`src/rtl/mem_loader_pkg.sv`:
```
// Purpose: shared command codes and FSM state encoding for the memory loader
// Latency: n/a (types and constants only)
// Backpressure: n/a
//
// The command codes are also used by the host model in the testbench, so the
// numeric values below are part of the host interface and must not change.
package mem_loader_pkg;

  localparam int ADDR_W = 32;

  // Host command opcodes carried on cmd_op.
  typedef enum logic [1:0] {
    OP_LOAD_IMEM = 2'd0,
    OP_LOAD_DMEM = 2'd1,
    OP_DUMP_DMEM = 2'd2,
    OP_RUN       = 2'd3
  } cmd_op_e;

  // IDLE is encoded as zero so the reset value of the state register is IDLE.
  typedef enum logic [2:0] {
    ST_IDLE    = 3'd0,
    ST_WRITE   = 3'd1,
    ST_RD_REQ  = 3'd2,
    ST_RD_WAIT = 3'd3,
    ST_RD_OUT  = 3'd4,
    ST_RUN     = 3'd5
  } state_e;

  // State entered after accepting a command with a non-zero length.
  function automatic state_e first_state(input cmd_op_e op);
    state_e s;
    case (op)
      OP_LOAD_IMEM,
      OP_LOAD_DMEM: s = ST_WRITE;
      OP_DUMP_DMEM: s = ST_RD_REQ;
      default:      s = ST_RUN;
    endcase
    return s;
  endfunction

endpackage

```
`src/rtl/reg_arstn_en.sv`:
```
// Purpose: generic register with load enable and asynchronous active-low reset
// Latency: 1 cycle from d to q when en is high
// Backpressure: none; holds q while en is low
//
// Ports:
//   clk    in  1  clock
//   arst_n in  1  asynchronous reset, active low (q <= RST_VAL)
//   en     in  1  load enable
//   d      in  W  next value
//   q      out W  registered value
module reg_arstn_en #(
  parameter int           W       = 1,
  parameter logic [W-1:0] RST_VAL = '0
) (
  input  logic         clk,
  input  logic         arst_n,
  input  logic         en,
  input  logic [W-1:0] d,
  output logic [W-1:0] q
);

  always_ff @(posedge clk or negedge arst_n) begin
    if (!arst_n) begin
      q <= RST_VAL;
    end else if (en) begin
      q <= d;
    end
  end

endmodule

```
`src/rtl/mem_loader.sv`:
```
// Purpose: host-side initiator that loads/dumps the CPU's external SRAM ports and runs the CPU
// Latency: 1-cycle writes per accepted word; 3 cycles per dumped word before out_valid; done 1 cycle after last beat
// Backpressure: cmd_ready only in IDLE; in_ready only while writing; out_data held until out_ready
//
// Ports:
//   clk, arst_n                         clock, asynchronous active-low reset
//   cmd_valid/cmd_ready/cmd_op/
//     cmd_addr/cmd_len                  host command channel (len = words or cycles)
//   in_valid/in_ready/in_data           host write-data stream for loads
//   out_valid/out_ready/out_data        dump data stream back to the host
//   busy, done                          status: not-IDLE, one-cycle completion pulse
//   cpu_enable                          CPU run enable, high only while running
//   addr_ext/wen_ext/ren_ext/wdata_ext  instruction SRAM external port (write only)
//   addr_ext_2/wen_ext_2/ren_ext_2/
//     wdata_ext_2/rdata_ext_2           data SRAM external port
module mem_loader
  import mem_loader_pkg::*;
#(
  parameter int DATA_W    = 32,
  parameter int LEN_W     = 16,
  parameter int ADDR_STEP = 4
) (
  input  logic              clk,
  input  logic              arst_n,
  // command channel
  input  logic              cmd_valid,
  output logic              cmd_ready,
  input  logic [1:0]        cmd_op,
  input  logic [ADDR_W-1:0] cmd_addr,
  input  logic [LEN_W-1:0]  cmd_len,
  // write-data stream
  input  logic              in_valid,
  output logic              in_ready,
  input  logic [DATA_W-1:0] in_data,
  // dump stream
  output logic              out_valid,
  input  logic              out_ready,
  output logic [DATA_W-1:0] out_data,
  // status
  output logic              busy,
  output logic              done,
  output logic              cpu_enable,
  // instruction memory external port
  output logic [ADDR_W-1:0] addr_ext,
  output logic              wen_ext,
  output logic              ren_ext,
  output logic [DATA_W-1:0] wdata_ext,
  // data memory external port
  output logic [ADDR_W-1:0] addr_ext_2,
  output logic              wen_ext_2,
  output logic              ren_ext_2,
  output logic [DATA_W-1:0] wdata_ext_2,
  input  logic [DATA_W-1:0] rdata_ext_2
);

  // ---------------------------------------------------------------------------
  // Registers
  // ---------------------------------------------------------------------------
  logic [2:0]        state_raw;
  state_e            state_q;
  state_e            state_d;
  logic [1:0]        op_raw;
  cmd_op_e           op_q;
  logic [ADDR_W-1:0] addr_q;
  logic [ADDR_W-1:0] addr_d;
  logic [LEN_W-1:0]  cnt_q;
  logic [LEN_W-1:0]  cnt_d;
  logic [DATA_W-1:0] out_q;
  logic              done_q;
  logic              done_d;

  // Strobes produced by the next-state logic.
  logic              cmd_fire;
  logic              in_fire;
  logic              out_fire;
  logic              last_beat;
  logic              addr_step;
  logic              cnt_dec;

  assign state_q = state_e'(state_raw);
  assign op_q    = cmd_op_e'(op_raw);

  reg_arstn_en #(.W(3)) u_state_reg (
    .clk    (clk),
    .arst_n (arst_n),
    .en     (1'b1),
    .d      (state_d),
    .q      (state_raw)
  );

  reg_arstn_en #(.W(2)) u_op_reg (
    .clk    (clk),
    .arst_n (arst_n),
    .en     (cmd_fire),
    .d      (cmd_op),
    .q      (op_raw)
  );

  reg_arstn_en #(.W(ADDR_W)) u_addr_reg (
    .clk    (clk),
    .arst_n (arst_n),
    .en     (cmd_fire | addr_step),
    .d      (addr_d),
    .q      (addr_q)
  );

  reg_arstn_en #(.W(LEN_W)) u_cnt_reg (
    .clk    (clk),
    .arst_n (arst_n),
    .en     (cmd_fire | cnt_dec),
    .d      (cnt_d),
    .q      (cnt_q)
  );

  // SRAM read data is valid in the cycle after the read request.
  reg_arstn_en #(.W(DATA_W)) u_out_reg (
    .clk    (clk),
    .arst_n (arst_n),
    .en     (state_q == ST_RD_WAIT),
    .d      (rdata_ext_2),
    .q      (out_q)
  );

  reg_arstn_en #(.W(1)) u_done_reg (
    .clk    (clk),
    .arst_n (arst_n),
    .en     (1'b1),
    .d      (done_d),
    .q      (done_q)
  );

  // ---------------------------------------------------------------------------
  // Handshakes
  // ---------------------------------------------------------------------------
  assign cmd_ready = (state_q == ST_IDLE);
  assign in_ready  = (state_q == ST_WRITE);
  assign out_valid = (state_q == ST_RD_OUT);

  assign cmd_fire  = cmd_valid & cmd_ready;
  assign in_fire   = in_valid  & in_ready;
  assign out_fire  = out_valid & out_ready;

  // cnt holds the number of beats still to go, including the current one.
  assign last_beat = (cnt_q == LEN_W'(1));

  // Address wraps modulo 2^32 by plain truncation.
  assign addr_d = cmd_fire ? cmd_addr : (addr_q + ADDR_W'(ADDR_STEP));
  assign cnt_d  = cmd_fire ? cmd_len  : (cnt_q - LEN_W'(1));

  // ---------------------------------------------------------------------------
  // Next-state logic
  // ---------------------------------------------------------------------------
  always_comb begin
    state_d   = state_q;
    done_d    = 1'b0;
    addr_step = 1'b0;
    cnt_dec   = 1'b0;

    case (state_q)
      ST_IDLE: begin
        if (cmd_fire) begin
          // A zero-length command completes without leaving IDLE.
          if (cmd_len == '0) begin
            done_d = 1'b1;
          end else begin
            state_d = first_state(cmd_op_e'(cmd_op));
          end
        end
      end

      ST_WRITE: begin
        if (in_fire) begin
          addr_step = 1'b1;
          cnt_dec   = 1'b1;
          if (last_beat) begin
            state_d = ST_IDLE;
            done_d  = 1'b1;
          end
        end
      end

      ST_RD_REQ:  state_d = ST_RD_WAIT;

      ST_RD_WAIT: state_d = ST_RD_OUT;

      ST_RD_OUT: begin
        if (out_fire) begin
          addr_step = 1'b1;
          cnt_dec   = 1'b1;
          if (last_beat) begin
            state_d = ST_IDLE;
            done_d  = 1'b1;
          end else begin
            state_d = ST_RD_REQ;
          end
        end
      end

      ST_RUN: begin
        // One enabled cycle per count; leave after the last one.
        cnt_dec = 1'b1;
        if (last_beat) begin
          state_d = ST_IDLE;
          done_d  = 1'b1;
        end
      end

      default: state_d = ST_IDLE;
    endcase
  end

  // ---------------------------------------------------------------------------
  // Memory port drive. Strobes are decoded from the state register (and the
  // live in_valid for writes), so an asynchronous reset drops them at once.
  // Address/data are forced to zero whenever the port is not in use.
  // ---------------------------------------------------------------------------
  logic wr_imem;
  logic wr_dmem;
  logic rd_dmem;

  assign wr_imem = in_fire & (op_q == OP_LOAD_IMEM);
  assign wr_dmem = in_fire & (op_q == OP_LOAD_DMEM);
  assign rd_dmem = (state_q == ST_RD_REQ);

  assign wen_ext     = wr_imem;
  assign ren_ext     = 1'b0;
  assign addr_ext    = wr_imem ? addr_q  : '0;
  assign wdata_ext   = wr_imem ? in_data : '0;

  assign wen_ext_2   = wr_dmem;
  assign ren_ext_2   = rd_dmem;
  assign addr_ext_2  = (wr_dmem | rd_dmem) ? addr_q : '0;
  assign wdata_ext_2 = wr_dmem ? in_data : '0;

  // ---------------------------------------------------------------------------
  // Status
  // ---------------------------------------------------------------------------
  assign out_data   = out_q;
  assign busy       = (state_q != ST_IDLE);
  assign done       = done_q;
  assign cpu_enable = (state_q == ST_RUN);

endmodule

```
`config.mk`:
```
export PLATFORM = sky130hd
export DESIGN_NAME = mem_loader
export DESIGN_NICKNAME = d
export VERILOG_FILES = /design/src/rtl/mem_loader_pkg.sv /design/src/rtl/reg_arstn_en.sv /design/src/rtl/mem_loader.sv
export SDC_FILE = /design/constraint.sdc
export NUM_CORES = 1
export LEC_CHECK = 0
export ABC_AREA = 1
export CAP_MARGIN = 25
export CORE_MARGIN = 2
export CORE_UTILIZATION = 37
export DETAILED_ROUTE_END_ITERATION = 6
export PLACE_DENSITY = 0.77
export SETUP_SLACK_MARGIN = 0.2
export SLEW_MARGIN = 10
export SYNTH_ARGS = -nofsm -noshare
export SYNTH_HDL_FRONTEND = slang
export SYNTH_SLANG_ARGS = --single-unit
```
`constraint.sdc`:
```
create_clock -name clk -period 1.55 [get_ports clk]
set_input_delay 0.31 -clock clk [delete_from_list [all_inputs] [get_ports clk]]
set_output_delay 0.31 -clock clk [all_outputs]
set_load 0.01 [all_outputs]
```
==> results of run 1 <==
-- worst min path at each step --
| stage | from | endpoint | slack [ns] | cells past startpoint |
|---|---|---|---|---|
| after floorplan | arst_n | u_addr_reg.q[0]$_DFFE_PN0P_ | 0.01 | 0 |
| after CTS | arst_n | u_addr_reg.q[0]$_DFFE_PN0P_ | 0.005 | 2 |
| after detailed placement | arst_n | u_addr_reg.q[0]$_DFFE_PN0P_ | 0.39 | 2 |
| final | arst_n | u_addr_reg.q[0]$_DFFE_PN0P_ | -0.07 | 2 |
| after global placement | arst_n | u_addr_reg.q[0]$_DFFE_PN0P_ | 0.39 | 2 |
| after global routing | arst_n | u_addr_reg.q[0]$_DFFE_PN0P_ | -0.0005 | 2 |
-- through the flow --
stage | cell area, sq um | cells | total power, mW | setup TNS [ns] | util [%]
2_1_floorplan | 6360 | 912 | 9.46 | -15.95 | -
3_3_place_gp | 10000 | 1463 | 13.6 | -134.79 | 63.8
3_5_place_dp | 10000 | 1463 | 13.9 | -138.94 | 63.8
4_1_cts | 10800 | 1516 | 17.4 | -84.14 | 68.5
5_1_grt | 12200 | 1544 | 20.8 | -118.33 | 77.6
6_report | 12200 | 1545 | 19.6 | -103.32 | 77.6
-- critical path: cells and delay by family (launching register included) --
family / cells / cell delay, ns
buffers and inverters: 6 / 0.69
flip-flops: 1 / 0.38
AND/OR/NAND/NOR: 4 / 0.52
-- cell type report --
type / instances / share of cell area, %
antenna: 1 / 0.0205
clock buffer: 9 / 1.85
clock inverter: 7 / 0.636
inverter: 120 / 3.91
multi-input combinational: 673 / 34.3
sequential: 86 / 17.6
tap: 216 / 2.22
timing repair buffer: 433 / 39.4
-- cells in the final DEF, fill, tap and decap left out, drive strengths merged, types with 3 or more instances in the layout --
master / instances
nor3: 10
nand3: 67
xnor2: 4
inv: 122
nand3b: 3
clkdlybuf4s15: 9
clkbuf: 21
a31oi: 3
clkdlybuf4s50: 117
nand2: 238
nor2: 229
o21bai: 3
o21ai: 49
ha: 3
dlymetal6s2s: 24
a21oi: 8
mux2: 32
nand4: 3
o22ai: 4
buf: 271
dfrtp: 86
or2: 12
-- metal layers --
metal  share of wire, %  wire length (um)
met5                  0                 0
met4                3.5               961
met3                7.5              2060
met2                 52             14400
met1                 37             10100
-- logic make-up after synthesis --
family | count (synthesis) | share of synthesized area (%)
multiplexers | 32 | 6.14
adder cells (fa/ha/maj) | 3 | 0.640
other | 1 | 0.0639
AND/OR/NAND/NOR | 561 | 38.9
buffers and inverters | 154 | 10.4
AO/OA/AOI/OAI | 69 | 6.29
flip-flops | 86 | 36.7
XOR/XNOR | 6 | 0.896
-- where the power goes --
group	total (mW)	leakage, nW	internal (mW)	switching [mW]
combinational	13.0	4.84	6.38	6.64
clock	2.31	0.147	1.27	1.04
sequential	4.30	1.03	3.35	0.945
total	19.6	6.02	11.0	8.62
-- timing repair --
| action | CTS | global route |
|---|---|---|
| pin swaps | 12 | 26 |
| cloned | 14 | 14 |
| resized for setup | 687 | 245 |
| endpoints found under the setup margin | 255 | 252 |
| buffers inserted | 23 | 14 |
-- sequential cells by signal, indices dropped and copies added, names as in the netlist --
register and cells:
u_addr_reg.q 32, u_state_reg.q 3, u_out_reg.q 32, u_cnt_reg.q 16
u_op_reg.q 2, u_done_reg.q 1
==> impl_metrics.py, run 1 <==
metrics = {
    "detailed_routing": {
        "wl_per_cell_um": 17.8,
        "ant_nets": 0,
        "drt-initial-drc-count": 675,
        "first_pass_iters": 6,
        "drt_wl_total_um": 27500,
        "vias": 7920,
        "routed_via_density": 5.13,
        "drc": 0,
    },
    "synth": {
        "synth_nets": 1034,
        "synth_cell_types": 32,
        "yosys.area.top_type_share_pct": 36.7,
        "syn_avg_cell_area_sq_um": 6.43,
        "synth_edf_count": 0,
        "yosys_warnings": 0,
        "yosys.cell_count.top_type": "nand2_1",
        "synth_area_leaders": "dfrtp_1, nand2_1, nor2_1",
        "async_flop_share_pct": 100,
        "seq_area_frac_synth_pct": 36.7,
        "synth_ff_type": "dfrtp_1",
        "syn-cell-area_sq_mm": 0.00587,
        "synth_seq_cells": 86,
        "synthCells": 912,
        "synthTopCellsByCount": "nand2_1, nor2_1, inv_1",
        "yosys.area.top_type": "dfrtp_1",
    },
    "global_route": {
        "grtUsageTotal_pct": 26.9,
        "grt_pass1_wl_um": 36000,
        "use_met1_pct": 32.5,
        "grt_busiest_layer": "met2",
        "grt_overflow": 0,
        "grt.met3_usage_pct": 6.07,
        "grt_max_degree": 87,
        "antenna_found_initial": 2,
        "grt_pass1_vias": 7307,
        "grt_util_met2_pct": 48.1,
    },
    "clock_network": {
        "clk_pin_slew_ns": 0.08,
        "clockRootBuffer": "clkbuf_16",
        "worstSkewPairLatency_ns": 0.35,
        "htree_levels": 3,
        "cts_tree": "yes",
        "cts_made_buffers": 9,
        "cts_num_sinks": 86,
        "cts.path.max_buffers": 2,
        "ctsHoldBuffers": 0,
    },
    "cells_and_area": {
        "fill_cells": 1061,
        "area_delta_synth_final_pct": 108,
        "multiInputGateArea_sq_mm": 0.00419,
        "layout.area.seq_sq_mm": 0.00215,
        "drive_above_1_share_pct": 39.5,
        "nets": 1445,
    },
    "worst_setup_path": {
        "crit_required_ns": 1.24,
        "critical-path-slowest-cell": "dfrtp_1",
        "critPathLaunch": "u_state_reg.q[0]$_DFFE_PN0P_",
        "path_class": "reg2out",
        "reg2reg_to": "u_cnt_reg.q[7]$_DFFE_PN0P_",
        "r2r_cells": 12,
        "r2r_setup_slack_ns": -0.39,
        "path_max_fanout": 7,
        "path_cells": "inv_2 > nor2_4 > nand3_4 > nor3_4 > buf_4 > buf_6 > inv_8 > buf_16 > nor2_2 > buf_2",
        "setup.worst_path.end": "wdata_ext_2[20]",
        "critPathLaunchType": "flop",
        "arrival_ns": 1.96,
        "crit_path_end_kind": "primary output",
        "critical_path.max_stage_delay_ns": 0.38,
        "rr_startpoint": "u_state_reg.q[1]$_DFFE_PN0P_",
    },
    "placement": {
        "post-dp-hpwl_um": 16100,
        "port_buffers": 287,
        "place_ws_ns": -0.969,
        "globalplace.congestion": 0.904,
    },
    "timing": {
        "fin_crit_sh_pct": 146,
        "tightestPinTransition_ns": 0.546,
        "worst_slack_ns": -0.719,
        "drv_slew": 0,
        "setup_viol": 192,
        "finalHoldViolCount": 12,
        "period_needed_ns": 2.27,
        "slew_headroom_pct": 63.6,
        "rsz0062_at_grt": "true",
        "max_freq_mhz": 441,
        "fin_skew_ns": 0.0119,
        "fin_hold_ws_ns": -0.0674,
    },
    "floorplan": {
        "die_height_um": 130,
        "dieArea_sq_mm": 0.0169,
        "coreArea_sq_mm": 0.0157,
        "initial_utilization_pct": 37.3,
        "fp-row-count": 46,
        "die_w_um": 130,
        "ios": 289,
    },
    "worst_hold_path": {
        "hp-class": "in2async",
    },
    "run_status": {
        "status": "finished, violations left",
        "violations": "negative hold slack, negative setup slack",
    },
    "flow_run": {
        "max_cap_viol_count": 0,
    },
    "power_and_ir_drop": {
        "p_leak_nw": 6.02,
        "power.density_mw_per_mm2": 1610,
        "vdd_drop_max_uv": 1070,
    },
}
No activity file was read; power rests on OpenSTA's default activity.
==> run 2, diff against run 1 <==
Settings changed: CAP_MARGIN 25 to not set.
==> results of run 2 <==
No change in the layout: final DEF, timing and power equal those of run 1.
==> run 3, diff against run 2 <==
Settings changed: REMOVE_ABC_BUFFERS set to 1.
==> run 3 against run 2 <==
Net effect:
- the flow finishes with violations (design-rule violations, negative setup slack)
- combinational power down 4%
- first-iteration DRC count down 20%
- maximum frequency down 3.1%
- cell count up 0.13%
- sequential power down 2%
- global-route usage down 1.5 points
- design area down 3.1%
- via count down 2.5%
- register-to-register slack better by 0.11 ns
- critical path depth down 1
- worst setup slack worse by 0.074 ns
- critical endpoint is now wdata_ext_2[22]
- largest power group unchanged
==> impl_metrics.py, run 3 (same netlist as run 1, synthesis figures left out) <==
metrics = {
    "floorplan": {
        "ios": 289,
        "initial_utilization_pct": 37.3,
        "fp-row-count": 46,
        "die_w_um": 130,
        "dieArea_sq_mm": 0.0169,
        "die_height_um": 130,
        "coreArea_sq_mm": 0.0157,
    },
    "worst_setup_path": {
        "crit_required_ns": 1.24,
        "path_max_fanout": 7,
        "critical-path-slowest-cell": "dfrtp_1",
        "arrival_ns": 2.03,
        "worst-path-buf-inv": 5,
        "critPathLaunchType": "flop",
        "crit_path_end_kind": "primary output",
        "cpLargestDelayFamily": "simple AND/OR/NAND/NOR gates",
        "path_cells": "nor2_4 > nand3_4 > nor3_4 > buf_6 > inv_12 > buf_12 > buf_16 > nor2_1 > buf_2",
        "critical_path.max_stage_delay_ns": 0.41,
        "path_class": "reg2out",
    },
    "cells_and_area": {
        "fin_util_pct": 75.2,
        "final_common_cell": "nand2_1",
        "nets": 1448,
        "fin_area_sq_mm": 0.0118,
        "n_antenna_cell": 0,
        "drive_above_1_share_pct": 37.7,
        "area_delta_synth_final_pct": 101,
        "mostFrequentLayoutCells": "nand2_1, clkdlybuf4s50_1, buf_6",
        "top_regs": "u_addr_reg.q (32), u_out_reg.q (32), u_cnt_reg.q (16)",
    },
    "global_route": {
        "grt_pass1_vias": 6822,
        "grtUsageTotal_pct": 25.4,
        "antenna_found_initial": 0,
        "grt_max_degree": 43,
        "grt_overflow": 0,
        "grt_pass1_wl_um": 33800,
    },
    "timing": {
        "setup_tns_ns": -96.89,
        "period_needed_ns": 2.34,
        "setup_viol": 205,
        "fin_crit_sh_pct": 151,
        "fin_skew_ns": 0.0125,
        "max_freq_mhz": 427,
        "drv_slew": 0,
        "fin_hold_ws_ns": 0.415,
        "finalHoldViolCount": 0,
        "rsz0062_at_grt": "true",
        "worst_slack_ns": -0.793,
    },
    "detailed_routing": {
        "routed_via_density": 4.99,
        "drc": 3,
        "ant_nets": 0,
        "drt_wl_total_um": 26000,
        "wl_per_cell_um": 16.8,
        "vias": 7724,
        "drt-initial-drc-count": 538,
        "first_pass_iters": 7,
    },
    "power_and_ir_drop": {
        "pwr-share-seq_pct": 22.2,
        "p_leak_nw": 5.63,
        "p_sw_mw": 8.33,
        "p_total_mw": 18.9,
        "power_frac_comb_pct": 66.1,
        "vdd_drop_max_uv": 990,
        "internal-power_mw": 10.6,
        "switching_share_pct": 44.0,
        "power.density_mw_per_mm2": 1600,
        "power_frac_clock_pct": 11.7,
    },
    "worst_hold_path": {
        "hp-class": "in2async",
    },
    "placement": {
        "globalplace.congestion": 0.900,
        "dpl_cell_area_sq_mm": 0.00967,
        "post-dp-hpwl_um": 16500,
        "port_buffers": 287,
    },
    "clock_network": {
        "cts_tree": "yes",
        "cts.path.max_buffers": 2,
        "htree_levels": 3,
        "worstSkewPairLatency_ns": 0.36,
        "clockRootBuffer": "clkbuf_16",
        "cts_num_sinks": 86,
        "clk_pin_slew_ns": 0.07,
        "cts_made_buffers": 9,
    },
    "run_status": {
        "violations": "design-rule violations, negative setup slack",
        "status": "finished, violations left",
    },
    "flow_run": {
        "max_cap_viol_count": 0,
    },
}
[run 3: changes by cell type in the layout (fill, tap and decap cells not counted), sizes merged]
cell and change:
bufinv -1, buf +4, clkinv -2, clkdlybuf4s50 +33, nor2 -1, clkdlybuf4s15 -9, inv +4, clkbuf -1
dlymetal6s2s -24, dlygate4sd3 +1, diode -1, clkinvlp -1
[run 3: layout make-up]
type	count	area (sq um)
inverters	120	480
clock inverters	7	70.1
multi-input cells	672	4030
flip-flops and latches	86	2150
repair buffers	437	4590
well taps	216	270
fillers	1121	3890
clock buffers	9	225
[run 3: worst paths after layout]
kind                                              startpoint  slack [ns]                           end  cells past startpoint
worst min-delay path                                  arst_n        0.42   u_cnt_reg.q[12]$_DFFE_PN0P_                      2
worst max-delay path            u_state_reg.q[1]$_DFFE_PN0P_       -0.79               wdata_ext_2[22]                      9
worst min register to register    u_out_reg.q[0]$_DFFE_PN0N_        0.50    u_out_reg.q[0]$_DFFE_PN0N_                      1
min in group clk                  u_out_reg.q[0]$_DFFE_PN0N_        0.50    u_out_reg.q[0]$_DFFE_PN0N_                      1
max in group asynchronous                             arst_n        0.60   u_addr_reg.q[8]$_DFFE_PN0P_                      3
worst max register to register  u_state_reg.q[1]$_DFFE_PN0P_       -0.28  u_addr_reg.q[19]$_DFFE_PN0P_                     11
[run 3: per-layer routing]
layer	routed length (um)	global-route usage [%]
met1	10400	32.1
met2	13100	43.5
met3	1760	5.21
met4	739	8.73
met5	0	0
[run 3: repair_timing]
action,4_1_cts,5_1_grt
endpoints found under the setup margin,255,255
gates cloned,3,15
resized for setup,536,434
pin swaps,7,28
buffers inserted,15,23
hold buffers,1,0
endpoints found under the hold margin,21,0
[run 3: metrics by stage]
| stage | setup slack [ns] | instances |
|---|---|---|
| CTS | -0.707 | 1509 |
| global placement | -1.06 | 1474 |
| floorplan | -1.82 | 878 |
| detailed placement | -1.07 | 1474 |
| global route | -0.859 | 1547 |
| finish | -0.793 | 1547 |
[run 3: power groups by stage]
stage | sequential [mW] | combinational, mW | clock, mW
after floorplan | 4.32 | 4.32 | 0
after global placement | 4.12 | 9.12 | 0
after detailed placement | 4.17 | 9.31 | 0
after CTS | 4.17 | 9.55 | 2.26
after global routing | 4.34 | 13.4 | 2.36
final | 4.20 | 12.5 | 2.22
